`src/rtl/dbg_pkg.sv`:
```
// Shared constants for the debug-monitor link: command bytes, reply ASCII, FSM encoding, hex helper.
package dbg_pkg;

  localparam logic [7:0] CMD_PC     = 8'h50; // 'P'
  localparam logic [7:0] CMD_INST   = 8'h49; // 'I'
  localparam logic [7:0] CMD_ALU    = 8'h41; // 'A'
  localparam logic [7:0] CMD_MEM    = 8'h4D; // 'M'
  localparam logic [7:0] CMD_STATUS = 8'h53; // 'S'
  localparam logic [7:0] CMD_HALT   = 8'h48; // 'H'
  localparam logic [7:0] CMD_GO     = 8'h47; // 'G'

  // Clearing bit 5 folds lowercase letters onto uppercase.
  localparam logic [7:0] CASE_MASK  = 8'hDF;

  localparam logic [7:0] ASCII_CR   = 8'h0D;
  localparam logic [7:0] ASCII_LF   = 8'h0A;
  localparam logic [7:0] ASCII_QM   = 8'h3F;
  localparam logic [7:0] ASCII_K    = 8'h4B;

  localparam logic [2:0] ST_IDLE    = 3'd0;
  localparam logic [2:0] ST_DECODE  = 3'd1;
  localparam logic [2:0] ST_SEND    = 3'd2;
  localparam logic [2:0] ST_GUARD   = 3'd3;
  localparam logic [2:0] ST_WAIT_TX = 3'd4;

  function automatic logic [7:0] nib2ascii(input logic [3:0] nib);
    return (nib < 4'd10) ? (8'h30 + {4'h0, nib}) : (8'h37 + {4'h0, nib});
  endfunction

endpackage

```
`src/rtl/uart_debug_responder.sv`:
```
// Single-byte command monitor answering with ASCII-hex probe snapshots; first tx_we 2 cycles after rx_re.
// Backpressure: waits on tx_busy per byte with no timeout; rx bytes are only consumed in IDLE.
module uart_debug_responder
  import dbg_pkg::*;
#(
  parameter int DATA_W  = 32,
  parameter bit ECHO_EN = 1'b0,
  parameter bit CRLF_EN = 1'b1
) (
  input  logic              clk,
  input  logic              rst,
  input  logic [7:0]        rx_data,
  input  logic              rx_valid,
  output logic              rx_re,
  output logic [7:0]        tx_data,
  output logic              tx_we,
  input  logic              tx_busy,
  input  logic [DATA_W-1:0] probe_pc,
  input  logic [DATA_W-1:0] probe_inst,
  input  logic [DATA_W-1:0] probe_alu,
  input  logic [DATA_W-1:0] probe_mem,
  input  logic [7:0]        probe_status,
  output logic              halt_req,
  output logic              busy
);

  localparam int NIB     = DATA_W / 4;
  localparam int MAX_LEN = 1 + NIB + 2;
  localparam int CNT_W   = $clog2(MAX_LEN + 1);

  localparam logic [CNT_W-1:0] PRE_LEN  = ECHO_EN ? CNT_W'(1) : CNT_W'(0);
  localparam logic [CNT_W-1:0] TAIL_LEN = CRLF_EN ? CNT_W'(2) : CNT_W'(0);
  localparam logic [CNT_W-1:0] HEX_LEN  = CNT_W'(NIB);

  logic [2:0]        state;
  logic [7:0]        cmd_q;
  logic [7:0]        cmd_uc;
  logic [DATA_W-1:0] shift_q;
  logic              pay_hex_q;
  logic [7:0]        pay_char_q;
  logic [CNT_W-1:0]  pay_len_q;
  logic [CNT_W-1:0]  char_idx;
  logic [CNT_W-1:0]  pay_end;
  logic [CNT_W-1:0]  reply_len;
  logic [7:0]        next_char;
  logic              in_payload;

  assign cmd_uc    = cmd_q & CASE_MASK;
  assign pay_end   = PRE_LEN + pay_len_q;
  assign reply_len = pay_end + TAIL_LEN;
  assign busy      = (state != ST_IDLE);

  // Reply byte selected by position: [echo] payload [CR LF].
  always_comb begin
    next_char  = ASCII_LF;
    in_payload = 1'b0;
    if (ECHO_EN && (char_idx == '0)) begin
      next_char = cmd_q;
    end else if (char_idx < pay_end) begin
      in_payload = 1'b1;
      next_char  = pay_hex_q ? nib2ascii(shift_q[DATA_W-1 -: 4]) : pay_char_q;
    end else if (char_idx == pay_end) begin
      next_char = ASCII_CR;
    end
  end

  always_ff @(posedge clk or posedge rst) begin
    if (rst) begin
      state      <= ST_IDLE;
      cmd_q      <= 8'h00;
      shift_q    <= '0;
      pay_hex_q  <= 1'b0;
      pay_char_q <= 8'h00;
      pay_len_q  <= '0;
      char_idx   <= '0;
      rx_re      <= 1'b0;
      tx_we      <= 1'b0;
      tx_data    <= 8'h00;
      halt_req   <= 1'b0;
    end else begin
      rx_re <= 1'b0;
      tx_we <= 1'b0;
      case (state)
        ST_IDLE: begin
          char_idx <= '0;
          if (rx_valid) begin
            rx_re <= 1'b1;
            cmd_q <= rx_data;
            state <= ST_DECODE;
          end
        end

        ST_DECODE: begin
          pay_hex_q  <= 1'b1;
          pay_char_q <= ASCII_QM;
          pay_len_q  <= HEX_LEN;
          case (cmd_uc)
            CMD_PC:   shift_q <= probe_pc;
            CMD_INST: shift_q <= probe_inst;
            CMD_ALU:  shift_q <= probe_alu;
            CMD_MEM:  shift_q <= probe_mem;
            CMD_STATUS: begin
              shift_q   <= {probe_status, {(DATA_W-8){1'b0}}};
              pay_len_q <= CNT_W'(2);
            end
            CMD_HALT, CMD_GO: begin
              halt_req   <= (cmd_uc == CMD_HALT);
              pay_hex_q  <= 1'b0;
              pay_char_q <= ASCII_K;
              pay_len_q  <= CNT_W'(1);
            end
            default: begin
              pay_hex_q <= 1'b0;
              pay_len_q <= CNT_W'(1);
            end
          endcase
          state <= ST_SEND;
        end

        ST_SEND: begin
          if (!tx_busy) begin
            tx_data  <= next_char;
            tx_we    <= 1'b1;
            char_idx <= char_idx + CNT_W'(1);
            if (in_payload && pay_hex_q) begin
              shift_q <= shift_q << 4;
            end
            state <= ST_GUARD;
          end
        end

        // The uart raises tx_busy a cycle late, so it is not trusted here.
        ST_GUARD: state <= ST_WAIT_TX;

        ST_WAIT_TX: begin
          if (!tx_busy) begin
            state <= (char_idx < reply_len) ? ST_SEND : ST_IDLE;
          end
        end

        default: state <= ST_IDLE;
      endcase
    end
  end

endmodule
```
`config.mk`:
```
export PLATFORM = sky130hd
export DESIGN_NAME = uart_debug_responder
export DESIGN_NICKNAME = d
export VERILOG_FILES = /design/src/rtl/dbg_pkg.sv /design/src/rtl/uart_debug_responder.sv
export SDC_FILE = /design/constraint.sdc
export NUM_CORES = 1
export LEC_CHECK = 0
export ABC_AREA = 1
export CORE_MARGIN = 3
export CORE_UTILIZATION = 40
export DETAILED_ROUTE_END_ITERATION = 8
export PLACE_DENSITY = 0.82
export SLEW_MARGIN = 20
export SYNTH_ARGS = -nofsm -noshare
export SYNTH_HDL_FRONTEND = slang
export SYNTH_SLANG_ARGS = --single-unit
```
`constraint.sdc`:
```
create_clock -name clk -period 2 [get_ports clk]
set_clock_uncertainty 0.1 [all_clocks]
set_input_delay 0.4 -clock clk [delete_from_list [all_inputs] [get_ports clk]]
set_output_delay 0.4 -clock clk [all_outputs]
set_load 0.005 [all_outputs]
```
==> impl_results.md, run 1 <==
- RSZ-0062 raised after global routing: no
- Cell mode on critical path: nand2_1
- Core Region: 10600 sq um
- Worst-path maximum fanout: 15
- Post-synthesis cell area: 4450 sq um
- Antenna violations before repair: 0
- Port Buffer Count: 157
- Post-synthesis mux area share: 0
- Iteration count of the initial detailed-routing pass: 5
- CP Capture Type: register
- P_leak: 3.38 nW
- Worst setup SP type: register
- Slowest cell on crit path: dfrtp_1
- Post-synth EDFFs: 0
- CP Data Required Time: 2.13 ns
- Total of max-cap violations: 0
- Utilization after layout: 0.621
- F_max: 529 MHz
- Die Y: 112 um
- Largest cells by area after synthesis: dfrtp_1 35%, nand2_1 27%, nand3_1 11%
- Synthesis-to-layout area growth: 47.3%
- Hold Violations, Final: 0
- Vias/cell: 5.05
- TritonCTS clock tree: built
- Main synth FF type: dfrtp_1
- Total Wirelength: 14600 um
- Main combinational cell family by area after synthesis: simple AND/OR/NAND/NOR gates
- Post-Syn Nets: 865
- Part of the cycle the worst path needs: 0.946
- Global-route wire length before repair: 23300 um
- Worst EP arrival: 2.02 ns
- Setup violators final: 0
- Total design power: 7.49 mW
- Clk Tree Root Cell: clkbuf_8
- Worst hold path class: input pin to asynchronous set/reset pin
- Fill cells: 1000
- Fraction of registers with async set/reset: 1.00
- Ports: 160
- Num Clock Sinks: 63
- Non-Filler Instances: 1016
- Clk Latency, worst-skew pair: 0.34 ns
- Initial DRC count: 350
- XOR/XNOR share of the synthesized area: 0.00393
- Sequential area share after synthesis: 0.354
- CTS Buf Count: 9
- Area after DPL: 6320 sq um
- Die X: 112 um
- DR WL/cell: 14.3 um
- Routability cong.: 0.855
- Crit path time final: 1.89 ns
- Gr ovfl total: 0
- Post-layout nets: 1030
- VDD IR max: 0.628 mV
- Htree depth: 3
- Gate Count Post-Synth: 710
- Synth warn: 0
- Vias in the first global route: 4927
- HPWL Detailed: 11100 um
- Antenna cells: 0
- Final Max Slew Viols: 0
- Synth Area in Simple Gates: 0.493
- Clock transition at path regs: 0.07 ns
- FF+latch count, synth: 63
- Initial core utilization: 0.422
- Crit-path max cell delay: 0.35 ns
- Die area: 12400 sq um
- Share of cells above drive strength 1: 0.0818
- Crit path cell chain: inv_1 > ha_1 > inv_1 > o21ai_1 > nand2_1 > nand3b_1 > nand2_2 > nand3_4 > buf_12 > nor2_1 > nand2_1 > nand2_1
- Average size of a mapped cell: 6.27 sq um
- ANT nets after route: 0
- Cell taking the most area after synthesis: dfrtp_1
- Max clock buf depth: 2
- Final Cell Area: 6560 sq um
- Via Count: 5130
- Compound-Gate Fraction of Synth Area: 0.0531
- Post-Synth Adder-Cell Area: 0.0197
- Top cell type's share of synthesized area: 0.354
- PD cells: 1140 nW/um^2
- Status: completed
- Cell total after placement: 999
- Critical path class: register to register
- Fin Hold WS: 0.267 ns
- Largest net degree at the start of global routing: 61
- Cell row count: 37
- Number of library cell types mapped by synthesis: 36
- Total track usage: 0.232
- Drt drc: 0
power by group:
group,switching [mW],internal [mW]
logic,2.44,1.64
clock network,0.520,0.700
registers,0.378,1.81
cells by family after synthesis:
group,count (synthesis)
fa+ha+maj,7
simple gates,515
flops,63
compound gates,42
buf+inv,80
other cells,1
xor+xnor,2
path summary, 6_finish.rpt:
kind / slack, ns / to / from / cells after the start
worst max-delay path: 0.11 / shift_q[15]$_DFFE_PP0P_ / pay_len_q[1]$_DFFE_PP0N_ / 12
worst min-delay path: 0.27 / state[1]$_DFFE_PP0P_ / rst / 2
worst max register to register: 0.11 / shift_q[15]$_DFFE_PP0P_ / pay_len_q[1]$_DFFE_PP0N_ / 12
worst min register to register: 0.35 / pay_char_q[3]$_DFFE_PP0N_ / pay_char_q[3]$_DFFE_PP0N_ / 2
max in group asynchronous: 1.05 / shift_q[25]$_DFFE_PP0P_ / rst / 3
min in group clk: 0.35 / pay_char_q[3]$_DFFE_PP0N_ / pay_char_q[3]$_DFFE_PP0N_ / 2
flip-flops by register name, summed over array words and instances (netlist names), 3 cells and up:
register	flops
pay_char_q	3
pay_len_q	3
shift_q	32
state	3
tx_data	7
cmd_q	7
char_idx	4
cells in the mapped netlist, types with 2 or more instances:
master / number
nor2_1: 70
buf_4: 2
o21ai_1: 3
inv_2: 8
ha_1: 7
xnor2_1: 2
dfrtp_1: 63
nor2_4: 7
buf_2: 18
nand2_2: 2
inv_1: 42
nand3_1: 101
clkbuf_1: 5
o21ai_0: 19
nor2_2: 7
a2bb2oi_1: 2
a21oi_1: 11
buf_1: 3
nand2_1: 316
nand4_1: 6
cells in the final DEF (no fill, tap or decap), types with 3 or more instances in the layout:
cell,Yosys,layout
a21oi_1,11,11
buf_12,0,6
buf_4,2,20
clkbuf_8,0,9
clkdlybuf4s50_1,0,156
clkinv_2,0,3
dfrtp_1,63,63
ha_1,7,7
inv_1,42,41
inv_2,8,7
nand2_1,316,315
nand2_2,2,3
nand3_1,101,101
nand4_1,6,6
nor2_1,70,69
nor2_2,7,5
nor2_4,7,10
o21ai_0,19,18
o21ai_1,3,4
cell type report:
cell class	instances	area, sq um	share of cell area
flip-flops and latches	63	1580	0.240
inverters	51	200	0.0305
well taps	136	170	0.0259
multi-input cells	567	2560	0.390
repair buffers	183	1840	0.281
clock buffers	10	128	0.0195
clock inverters	6	83.8	0.0128
worst max-delay path, delay by kind of cell (launching register included):
kind            cells  cell delay [ns]
flops               1             0.35
fa+ha+maj           1             0.31
simple gates        7             0.55
compound gates      1             0.16
buf+inv             3             0.29
layer usage:
layer | up-vias | GRT usage | share of wire
met2 | 206 | 0.398 | 0.48
met5 | - | 0 | 0
met1 | 2309 | 0.279 | 0.42
met4 | 0 | 0.0868 | 0.034
met3 | 35 | 0.0609 | 0.070
li1 | 2580 | - | -
per-stage QoR:
step	setup WS, ns	TNS [ns]
floorplan	0.207	0
global placement	0.0606	0
detailed placement	-0.0236	-0.0360
CTS	0.0249	0
global route	0.0158	0
finish	0.109	0
what timing repair did:
action | in CTS | in global routing
pin swaps | 1 | 1
hold buffers | 0 | 0
setup endpoints to repair | 26 | 33
resized for setup | 3 | 5
buffers inserted | 1 | 0
No activity file was read; power rests on OpenSTA's default activity.
==> run 2, diff against run 1 <==
- CAP_MARGIN: unset -> 20
==> results of run 2 <==
Final layout, timing and power as in run 1 (identical DEF).
==> run 3, diff against run 2 <==
- SETUP_SLACK_MARGIN: unset -> 0.02
==> impl_results.md, run 3 (synthesis gave the netlist of run 1 again) <==
- Setup violators final: 0 (unchanged)
- Worst EP arrival: 2.04 ns (+0.02 ns)
- RSZ-0062 raised after global routing: no
- Total track usage: 0.232 (unchanged)
- Sequential standard cell area: 1580 sq um (unchanged)
- Gr ovfl total: 0 (unchanged)
- Synthesis-to-layout area growth: 47.4%
- R2R depth: 12 (unchanged)
- Vias in the first global route: 4927 (unchanged)
- Slowest cell on crit path: dfrtp_1
- R2r setup slk: 0.1 ns (about the same)
- Htree depth: 3 (unchanged)
- Max reg flops: 32 (unchanged)
- Commonest non-fill, non-tap cells in the layout: 315 x nand2_1, 156 x clkdlybuf4s50_1, 101 x nand3_1, 69 x nor2_1, 63 x dfrtp_1
- Antenna cells: 0 (unchanged)
- Total of max-cap violations: 0 (unchanged)
- Clock group share of total power: 0.163 (about the same)
- Vias/cell: 5.04 (about the same)
- Iteration count of the initial detailed-routing pass: 4 (-1)
- Fin Hold WS: 0.262 ns (-0.00482 ns)
- Share of cells above drive strength 1: 0.0829 (+0.00104)
- Core Region: 10600 sq um (unchanged)
- Cell total after placement: 999 (unchanged)
- Worst setup SP type: register
- F_max: 526 MHz (-0.58%)
- Clk Latency, worst-skew pair: 0.34 ns (about the same)
- Die X: 112 um (unchanged)
- Initial DRC count: 325 (-7.1%)
- Total design power: 7.50 mW (+0.19%)
- CP Data Required Time: 2.14 ns (about the same)
- Cell row count: 37 (unchanged)
- Worst hold path class: input pin to asynchronous set/reset pin
- DR WL/cell: 14.4 um (+0.41%)
- Crit-path max cell delay: 0.35 ns (about the same)
- CP Capture Type: register
- Total Wirelength: 14600 um (+0.51%)
- Clock transition at path regs: 0.07 ns (about the same)
- Setup WS post-layout: 0.0976 ns (-0.0111 ns)
- Antenna violations before repair: 0 (unchanged)
- Ports: 160 (unchanged)
- Worst r2r dst: shift_q[15]$_DFFE_PP0P_
- Area after DPL: 6320 sq um (unchanged)
- Post-layout nets: 1031 (+0.097%)
- Comb power frac: 0.545 (about the same)
- Crit path to: shift_q[15]$_DFFE_PP0P_
- Drt drc: 0 (unchanged)
- PD cells: 1140 nW/um^2 (about the same)
- Crit path time final: 1.90 ns (+0.0111 ns)
- Final Cell Area: 6570 sq um (+0.11%)
- Die area: 12400 sq um (unchanged)
- Initial core utilization: 0.422 (unchanged)
- Routability cong.: 0.855 (unchanged)
- Biggest register: shift_q
- Critical Path Source: pay_len_q[1]$_DFFE_PP0N_
- Seq pwr share: 0.292 (about the same)
- Global-route wire length before repair: 23300 um (unchanged)
- Largest net degree at the start of global routing: 61 (unchanged)
- ANT nets after route: 0 (unchanged)
- CTS Buf Count: 9 (unchanged)
- Setup slack at placement: -0.0236 ns (unchanged)
- Via Count: 5130 (unchanged)
- Largest registers: shift_q x32, cmd_q x7, tx_data x7
- Final Max Slew Viols: 0 (unchanged)
- Critical path class: register to register
- Cell mode on critical path: nand2_1
- P_leak: 3.38 nW (+0.14%)
- Setup TNS: 0 ns (unchanged)
- Max clock buf depth: 2 (unchanged)
- Port Buffer Count: 157 (unchanged)
- TritonCTS clock tree: built
- Hold Violations, Final: 0 (unchanged)
- Fill cells: 998 (-0.20%)
- Int Power: 4.16 mW (+0.17%)
- Crit path cell chain: inv_1 > ha_1 > inv_1 > o21ai_1 > nand2_1 > nand3b_1 > nand2_2 > nand3_4 > buf_12 > nor2_1 > nand2_1 > nand2_1
- Die Y: 112 um (unchanged)
- Non-Filler Instances: 1017 (+0.098%)
- Clk Tree Root Cell: clkbuf_8
- Worst-path maximum fanout: 15 (unchanged)
- Num Clock Sinks: 63 (unchanged)
- Sw frac: 0.446 (about the same)
- VDD IR max: 0.620 mV (-1.2%)
- Status: completed
- Reg2reg start: pay_len_q[1]$_DFFE_PP0N_
- Most common cell after layout, fill and taps aside: nand2_1
- Hold buffers post-CTS: 0 (unchanged)
- Part of the cycle the worst path needs: 0.951 (+0.00556)
- Sw power: 3.34 mW (+0.20%)
- Utilization after layout: 0.622 (+0.000711)
- HPWL Detailed: 11100 um (unchanged)
- Area occupied by multi-input gates: 2560 sq um (unchanged)
==> run 3: power groups by stage <==
stage,clock network [mW],registers (mW),logic (mW)
3_5_place_dp,0,2.20,3.99
4_1_cts,1.24,2.18,4.05
3_3_place_gp,0,2.18,3.89
5_1_grt,1.30,2.26,4.58
2_1_floorplan,0,2.10,2.63
6_report,1.22,2.19,4.09
==> run 3: per-layer routing <==
metal / vias up / GRT usage / wire length (um) / part of all wire
met1: 2323 / 0.279 / 6150 / 0.42
met3: 34 / 0.0609 / 1020 / 0.070
li1: 2579 / - / - / -
met2: 194 / 0.398 / 6980 / 0.48
met4: 0 / 0.0868 / 476 / 0.033
met5: - / 0 / 0 / 0
==> run 3: worst max-delay path: cells and delay by family (launching register included) <==
kind                       cells  cell delay, ns
adders and majority gates      1            0.31
DFF                            1            0.35
AOI/OAI and AO/OA              1            0.17
buffers and inverters          3            0.30
and+or+nand+nor                7            0.57
==> run 3: repair_timing <==
item,CTS,global route
endpoints found under the setup margin,26,33
pin swaps,1,2
buffers inserted,1,1
gates resized for setup,3,5
==> run 3: how the worst min path moves through the flow <==
stage                     depth (start not counted)  slack (ns)                        end                       from
after floorplan                                   2        0.32  pay_char_q[3]$_DFFE_PP0N_  pay_char_q[3]$_DFFE_PP0N_
after global routing                              2        0.28       state[0]$_DFFE_PP0P_                        rst
after CTS                                         2        0.26       state[0]$_DFFE_PP0P_                        rst
after detailed placement                          2        0.34  pay_char_q[3]$_DFFE_PP0N_  pay_char_q[3]$_DFFE_PP0N_
final                                             2        0.26       state[1]$_DFFE_PP0P_                        rst
after global placement                            2        0.34  pay_char_q[3]$_DFFE_PP0N_  pay_char_q[3]$_DFFE_PP0N_
==> run 3: area by class of cell <==
type                    count  share of cell area
clock inverters             6              0.0128
well taps                 136              0.0259
repair buffers            184               0.281
multi-input cells         567               0.390
flip-flops and latches     63               0.240
clock buffers              10              0.0194
inverters                  51              0.0305
